### config.mk
export PLATFORM = sky130hd
export DESIGN_NAME = sevenseg_scan_ctrl
export DESIGN_NICKNAME = d
export VERILOG_FILES = /design/src/rtl/sevenseg_scan_ctrl.sv
export SDC_FILE = /design/constraint.sdc
export NUM_CORES = 1
export LEC_CHECK = 0
export BUFFER_PORTS_ARGS = -buffer_cell sky130_fd_sc_hd__buf_2
export CAP_MARGIN = 5
export CORE_MARGIN = 2
export CORE_UTILIZATION = 40
export CTS_CLUSTER_SIZE = 12
export DETAILED_ROUTE_END_ITERATION = 6
export RECOVER_POWER = 100
export SETUP_SLACK_MARGIN = 0.15
export SYNTH_ARGS = -nofsm -noshare
export SYNTH_HDL_FRONTEND = slang
export SYNTH_SLANG_ARGS = --single-unit
### constraint.sdc
create_clock -name clk -period 3.25 [get_ports clk]
set_input_delay 0.1625 -clock clk [delete_from_list [all_inputs] [get_ports clk]]
set_output_delay 0.1625 -clock clk [all_outputs]
set_load 0.02 [all_outputs]
### src/rtl/sevenseg_scan_ctrl.sv
// -----------------------------------------------------------------------------
// sevenseg_scan_ctrl
//
// Time-multiplexed driver for a 4-digit common-anode 7-segment display that
// shares one external BCD-to-7-segment decoder across all digits.
//
// Each digit gets a dwell of BLANK_CYC blanking cycles (all anodes off, kills
// ghosting while the anode switches) followed by SCAN_DIV SHOW cycles.
// A full scan therefore takes 4*(BLANK_CYC+SCAN_DIV) clk cycles.
//
// Parameters
//   SCAN_DIV   SHOW-phase length per digit in clk cycles (>= 2)
//   BLANK_CYC  blanking length between digits in clk cycles (>= 1)
//
// Ports
//   clk       sole clock, rising edge
//   rst_n     synchronous active-low reset
//   digits    four BCD nibbles, [3:0] = digit 0 (rightmost)
//   dp_mask   decimal-point enables, bit i = digit i, 1 = on
//   load      snapshot strobe; digits/dp_mask captured every cycle it is 1
//   dec_data  nibble presented to the external decoder (combinational)
//   dec_seg   decoder result, gfe_dcba, active-low, used in the same cycle
//   an        digit anode enables, active-low, at most one low
//   seg       registered segment drive, gfe_dcba, active-low
//   dp        registered decimal-point drive, active-low
//
// Build option
//   SEVENSEG_LZS_EN  when defined, leading zeros on digits 1..3 are blanked
//                    (a digit stays dark if it and every higher nibble is 0
//                    and its decimal point is off). Scan timing is unchanged.
// -----------------------------------------------------------------------------
module sevenseg_scan_ctrl #(
    parameter int SCAN_DIV  = 50000,
    parameter int BLANK_CYC = 4
) (
    input  logic        clk,
    input  logic        rst_n,
    input  logic [15:0] digits,
    input  logic [3:0]  dp_mask,
    input  logic        load,
    output logic [3:0]  dec_data,
    input  logic [6:0]  dec_seg,
    output logic [3:0]  an,
    output logic [6:0]  seg,
    output logic        dp
);

    localparam int PW = $clog2(SCAN_DIV);
    localparam int BW = (BLANK_CYC > 1) ? $clog2(BLANK_CYC) : 1;
    localparam logic [PW-1:0] PRE_MAX   = PW'(SCAN_DIV - 1);
    localparam logic [BW-1:0] BLANK_MAX = BW'(BLANK_CYC - 1);

    typedef enum logic {
        BLANK = 1'b0,
        SHOW  = 1'b1
    } state_t;

    state_t        state;
    logic [1:0]    idx;
    logic [BW-1:0] blank_cnt;
    logic [PW-1:0] pre;
    logic [15:0]   snap_d;
    logic [3:0]    snap_dp;

    // Values loaded into an/seg/dp on SHOW entry and on every SHOW cycle.
    logic [3:0] show_an;
    logic [6:0] show_seg;
    logic       show_dp;

    // Snapshot register: reset wins over load, so load during reset is lost.
    always_ff @(posedge clk) begin
        if (!rst_n) begin
            snap_d  <= 16'h0000;
            snap_dp <= 4'b0000;
        end else if (load) begin
            snap_d  <= digits;
            snap_dp <= dp_mask;
        end
    end

    // The shared decoder sees the nibble of the digit currently indexed.
    always_comb begin
        dec_data = snap_d[{idx, 2'b00} +: 4];
    end

`ifdef SEVENSEG_LZS_EN
    logic lz;

    // Digit idx is a leading zero when it and all higher nibbles are zero
    // and its decimal point is off. Digit 0 is never suppressed.
    always_comb begin
        lz = 1'b0;
        case (idx)
            2'd1:    lz = (snap_d[15:4]  == 12'h000) && !snap_dp[1];
            2'd2:    lz = (snap_d[15:8]  == 8'h00)   && !snap_dp[2];
            2'd3:    lz = (snap_d[15:12] == 4'h0)    && !snap_dp[3];
            default: lz = 1'b0;
        endcase
    end

    always_comb begin
        show_an  = ~(4'b0001 << idx);
        show_seg = dec_seg;
        show_dp  = ~snap_dp[idx];
        if (lz) begin
            show_an  = 4'b1111;
            show_seg = 7'h7F;
            show_dp  = 1'b1;
        end
    end
`else
    always_comb begin
        show_an  = ~(4'b0001 << idx);
        show_seg = dec_seg;
        show_dp  = ~snap_dp[idx];
    end
`endif

    // Scan FSM. Outputs are registered and move together with the state, so
    // the anode pattern always matches the phase: dark in BLANK, one digit
    // lit in SHOW. idx advances only on the SHOW->BLANK edge, which is also
    // the edge that turns every anode off, so two anodes are never low.
    always_ff @(posedge clk) begin
        if (!rst_n) begin
            state     <= BLANK;
            idx       <= 2'd0;
            blank_cnt <= '0;
            pre       <= '0;
            an        <= 4'b1111;
            seg       <= 7'h7F;
            dp        <= 1'b1;
        end else begin
            case (state)
                BLANK: begin
                    if (blank_cnt == BLANK_MAX) begin
                        state     <= SHOW;
                        blank_cnt <= '0;
                        pre       <= '0;
                        an        <= show_an;
                        seg       <= show_seg;
                        dp        <= show_dp;
                    end else begin
                        blank_cnt <= blank_cnt + 1'b1;
                        an        <= 4'b1111;
                        seg       <= 7'h7F;
                        dp        <= 1'b1;
                    end
                end
                SHOW: begin
                    if (pre == PRE_MAX) begin
                        state <= BLANK;
                        pre   <= '0;
                        idx   <= idx + 2'd1;
                        an    <= 4'b1111;
                        seg   <= 7'h7F;
                        dp    <= 1'b1;
                    end else begin
                        pre <= pre + 1'b1;
                        an  <= show_an;
                        seg <= show_seg;
                        dp  <= show_dp;
                    end
                end
                default: begin
                    state <= BLANK;
                    an    <= 4'b1111;
                    seg   <= 7'h7F;
                    dp    <= 1'b1;
                end
            endcase
        end
    end

endmodule

After elaboration in Yosys (flattened, before gate mapping). Cells that the tools add are included.

Add/subtract/negate cells: 3. Reduce and logical (&&, ||, !) cells: 1. Eq/ne operators: 3. Multiplexer cells: 18. Magnitude comparators: 1. Shift operators: 2. Bitwise logic cells: 3.

Operators with widths (number): $mux W16 (2); $pmux W16 S2 (1); $add A16 B1 Y16 const B (1); $eq A16 B16 Y1 const B (1); $shiftx A16 B5 Y4 (1); $mux W7 (2); $pmux W7 S2 (1); $mux W4 (2); $pmux W4 S2 (1); $mux W1 (5); $add A2 B1 Y2 const B (2); $not A4 Y4 (1); $pmux W1 S2 (2); $shl A1 B2 Y4 const A (1); $lt A2 B3 Y1 const B (1); $bmux W1 S2 (1); $eq A2 B2 Y1 const B (1); $mux W2 (1); $ne A2 B2 Y1 const B (1); $not A1 Y1 (2); $reduce_and A2 Y1 (1).

Output and inout port bits: 16. Register bits: 53. Input port bits: 30. Word-level logic and storage cells: 40.

Longest topological paths before layout.
Depth in word-level cells: 5. Gate-level depth with buffers: 6. Depth with buffers taken out: 5.

Worst setup path before layout. No wires, ideal clock.

Path kind: reg2reg. From: register pre[5]. To: register pre[10]. Arrival time: 1812 ps. Clock period less this slack: 1933 ps. Setup slack: 1317 ps. Path buffers: 0. Setup time: 121 ps. Required time: 3129 ps. Stages on the path, launching flop included: 5. Path through: dfxtp_1 -> or4b_1 -> or4_4 -> and3_1 -> mux2_2.

Cells in the longest elaborated chain, start to end: 3. Elaborated cells on any way between the ends: 4. Classes of those cells: 1 x add/sub; 1 x eq/ne; 2 x mux.

RTL lines: start, declared (RTL line 61) `logic [PW-1:0] pre;`; start signal, assigned (RTL line 158) `pre <= pre + 1'b1;`; $add A16 B1 Y16 / $eq A16 B16 Y1 (equally long branches) (RTL line 158, 150); $mux W16 * (RTL line 150) `if (pre == PRE_MAX) begin`; $pmux W16 S2 * (RTL line 133) `case (state)`.

Mark *: on every way between the ends. The rest lies on a longest branch, timed or not. A chain may end at the register's enable or synchronous reset.

Final worst setup path.
From: register pre[7]. To: register pre[10].

The elaborated chain is that of the path after synthesis.

==> results.txt <==
----------------------------------------------------
[Logic synthesis]
  Net Count, Synth ... 269
  Cell area after synthesis ... 0.00231 mm2
  YS warnings ... 0
  Most area-consuming cells after synthesis ... sky130_fd_sc_hd__dfxtp_1 (46%), sky130_fd_sc_hd__mux2i_1 (9.1%), sky130_fd_sc_hd__nor2b_1 (6.5%)
  Count of state elements after synthesis ... 53
  Register area share after synthesis ... 45.9%
  Area fraction of the dominant cell type after synthesis ... 45.9%
  Distinct cell type count of the synthesized netlist ... 36
  Mean Syn Cell Area ... 9.92 um2
  Number of standard cells after synthesis ... 233
  Cell taking the most area after synthesis ... sky130_fd_sc_hd__dfxtp_1

[Floorplanning]
  Total die area ... 0.00640 mm2
  Std-Cell Rows ... 27
  CORE AREA ... 0.00554 mm2
  Overall die width ... 80.0 um
  Top-level I/O count ... 46
  Initial cell density of the core ... 41.7%
  Die Height ... 80.0 um

[Timing]
  Hold Fails Final Rpt ... 0
  Pins over their slew limit ... 0
  Total Neg Setup Slack ... 0 ns
  Finish-stage setup viols ... 0
  PnR worst setup slack ... 0.958 ns
  Fmax ... 436 MHz
  Worst Tran Pin Value ... 1.37 ns
  Fin Clk Skew ... 0.00607 ns
  Worst slew slack as a fraction of its limit ... 8.72%
  Final critical path time including I/O delays and setup ... 2.29 ns
  Part of the cycle the worst path needs ... 70.5%
  RSZ-0062 raised after global routing ... false

[Place]
  Number of placed instances with taps included ... 341
  Final weighted congestion of routability-driven global placement ... 0.909
  Buffers added on ports ... 45
  HPWL Detailed ... 3220 um
  Setup Slack @ Placement ... 1.15 ns

[Global route]
  Layer carrying the most global-route usage ... met2
  Met3 Track Usage GR ... 4.52%
  Global-route wire length before repair ... 7560 um
  Met2 Usage GRT ... 21.8%
  Met1 global-route usage ... 20.6%
  Vias in the first global route ... 1650
  Maximum number of pins on one net before global-route repair ... 33
  GRT overflow ... 0
  Total track usage ... 14.9%
  Number of antenna violations at the first check in global routing ... 0

[CTS]
  Root buf cell ... sky130_fd_sc_hd__clkbuf_8
  Buffer levels on the longest clock path ... 2
  Number of sinks handled by clock tree synthesis ... 53
  Number of hold buffers added after cts ... 0
  CTS tree ... built
  H-tree level count ... 2
  Number of resized instances in the post-cts repair step ... 0
  Buffer count from post-CTS setup fixing ... 0
  Clock transition time at the flip-flop clock pins of the worst setup and hold paths ... 0.09 ns
  Clk Latency, worst-skew pair ... 0.30 ns
  Number of CTS-inserted buffers ... 5

[Layout]
  Leading cell type in the layout, fill and taps excluded ... sky130_fd_sc_hd__dfxtp_1
  Final net count ... 312
  Post-route non-filler standard cell count ... 349
  Fraction of layout instances using a drive strength above 1 ... 15.5%
  Core Util, Final ... 47.9%
  Commonest non-fill, non-tap cells in the layout ... sky130_fd_sc_hd__dfxtp_1 (53), sky130_fd_sc_hd__buf_2 (28), sky130_fd_sc_hd__nor2b_1 (24), sky130_fd_sc_hd__nand2_1 (22), sky130_fd_sc_hd__mux2i_1 (21)
  Post-synthesis to final-layout area growth ... 14.7%
  Number of antenna diodes ... 0

[Power]
  Leakage dissipation ... 0.000997 uW
  Logic pwr share ... 11.8%
  Sequential share of power ... 58.0%
  Total power consumption of the routed design ... 1210 uW
  PD cells ... 457 mW/mm2
  Largest vdd supply drop ... 199 uV
  Fraction of power spent switching nets ... 25.7%
  Share of power burned in the clock network ... 30.3%
  Net switching power figure ... 311 uW
  Internal power ... 901 uW

[Critical path]
  Worst path arrival time ... 2.49 ns
  Register-to-register setup slack ... 0.96 ns
  Reg2reg start ... pre[7]
  Worst R2R Path Depth ... 4
  Startpoint types ... register
  Data required time at the worst endpoint ... 3.45 ns
  Type of the worst setup path ... register to register
  Max FO, Critical Path ... 15
  Setup crit end kind ... register
  Endpoint of the worst-slack reg-to-reg timing path ... pre[10]

[Drt]
  Via count ... 1760
  Number of design rule violations left after detail routing ... 0
  Routed length per instance ... 13.1 um
  Iter 0 DRT Violations ... 97
  Via/cell ratio ... 5.04
  Post-DRT Antenna Nets ... 0
  Iteration count of the initial detailed-routing pass ... 4
  Total Routed Length ... 4580 um

[Status]
  Outcome ... finished clean

[Run]
  Max-Cap Viols ... 0

[Min path]
  Hold path startpoint ... dec_seg[5]
  Hold depth ... 2
  Hold Path End ... seg[5]
  Min-delay worst type ... input pin to register

----------------------------------------------------
[flip-flops by register name (all words and copies together), names as in the netlist]
| name | count |
|---|---|
| seg | 7 |
| pre | 16 |
| snap_d | 16 |
| dp | 1 |
| blank_cnt | 2 |
| an | 4 |
| state | 1 |
| snap_dp | 4 |
| idx | 2 |
[per-layer routing]
layer	vias to the layer above	share of wire (%)
met5	-	0
met4	0	1.5
met3	7	5.2
met2	45	43
met1	793	51
li1	915	-
[per-stage QoR]
step	cell area [um2]	hold slack [ns]
after floorplan	2310	0.264
after global placement	2590	0.345
after detailed placement	2590	0.347
after CTS	2680	0.0252
after global routing	2650	0.0216
final	2650	0.0311
[final cells by class]
type                       count  area, um2
clock inverter                 2       13.8
fill                         559       2890
sequential                    53       1060
multi-input combinational    164       1180
clock buffer                   6       72.6
tap                           72       90.1
timing repair buffer          47        215
inverter                       5       18.8
[power groups by stage]
| stage | sequential [uW] | combinational, uW | clock, uW |
|---|---|---|---|
| 2_1_floorplan | 719 | 98.6 | 0 |
| 3_3_place_gp | 716 | 146 | 0 |
| 3_5_place_dp | 717 | 146 | 0 |
| 4_1_cts | 702 | 146 | 386 |
| 5_1_grt | 707 | 160 | 412 |
| 6_report | 703 | 143 | 367 |
[cell usage after synthesis (all sizes together)]
library cell and count:
dfxtp 53, nor2b 24, nand2 22, mux2i 21, clkbuf 8, nand2b 8
a31oi 7, nand3 7, nor3 7, o21ai 7, ha 6, nor4 6
inv 5, mux4 5, nand4 5, and2 4, and3 4, nor2 4
o31ai 4, buf 3, or4 3, a21boi 2, a21oi 2, a32oi 2
mux2 2, o22a 2, or3 2, xnor2 2, a21o 1, a22o 1
nand4b 1, o211ai 1, or4b 1, xor2 1
[cells by family (layout without fill, tap and decap cells)]
| logic type | after synthesis | count (layout) | synth area share, % |
|---|---|---|---|
| compound gates | 29 | 29 | 8.33 |
| xor+xnor | 3 | 3 | 1.14 |
| fa+ha+maj | 6 | 6 | 3.25 |
| buf+inv | 16 | 60 | 2.92 |
| flops | 53 | 53 | 45.9 |
| mux | 28 | 28 | 14.9 |
| simple gates | 98 | 98 | 23.5 |
[how the worst max path moves through the flow]
stage	start	end	slack, ns	cells past startpoint
2_1_floorplan	pre[5]	pre[10]	1.32	4
3_3_place_gp	pre[5]	pre[10]	1.17	4
3_5_place_dp	pre[7]	pre[10]	1.15	4
4_1_cts	pre[7]	pre[10]	1.14	4
5_1_grt	pre[5]	pre[10]	0.89	4
6_report	pre[7]	pre[10]	0.96	4
[critical path: stages (launching register included)]
cell and delay, ns:
sky130_fd_sc_hd__dfxtp_1 0.36, sky130_fd_sc_hd__or4b_1 0.53, sky130_fd_sc_hd__or4_1 0.78, sky130_fd_sc_hd__and3_1 0.26, sky130_fd_sc_hd__mux2_2 0.25
Note: power is estimated with default switching activity, not from simulation.
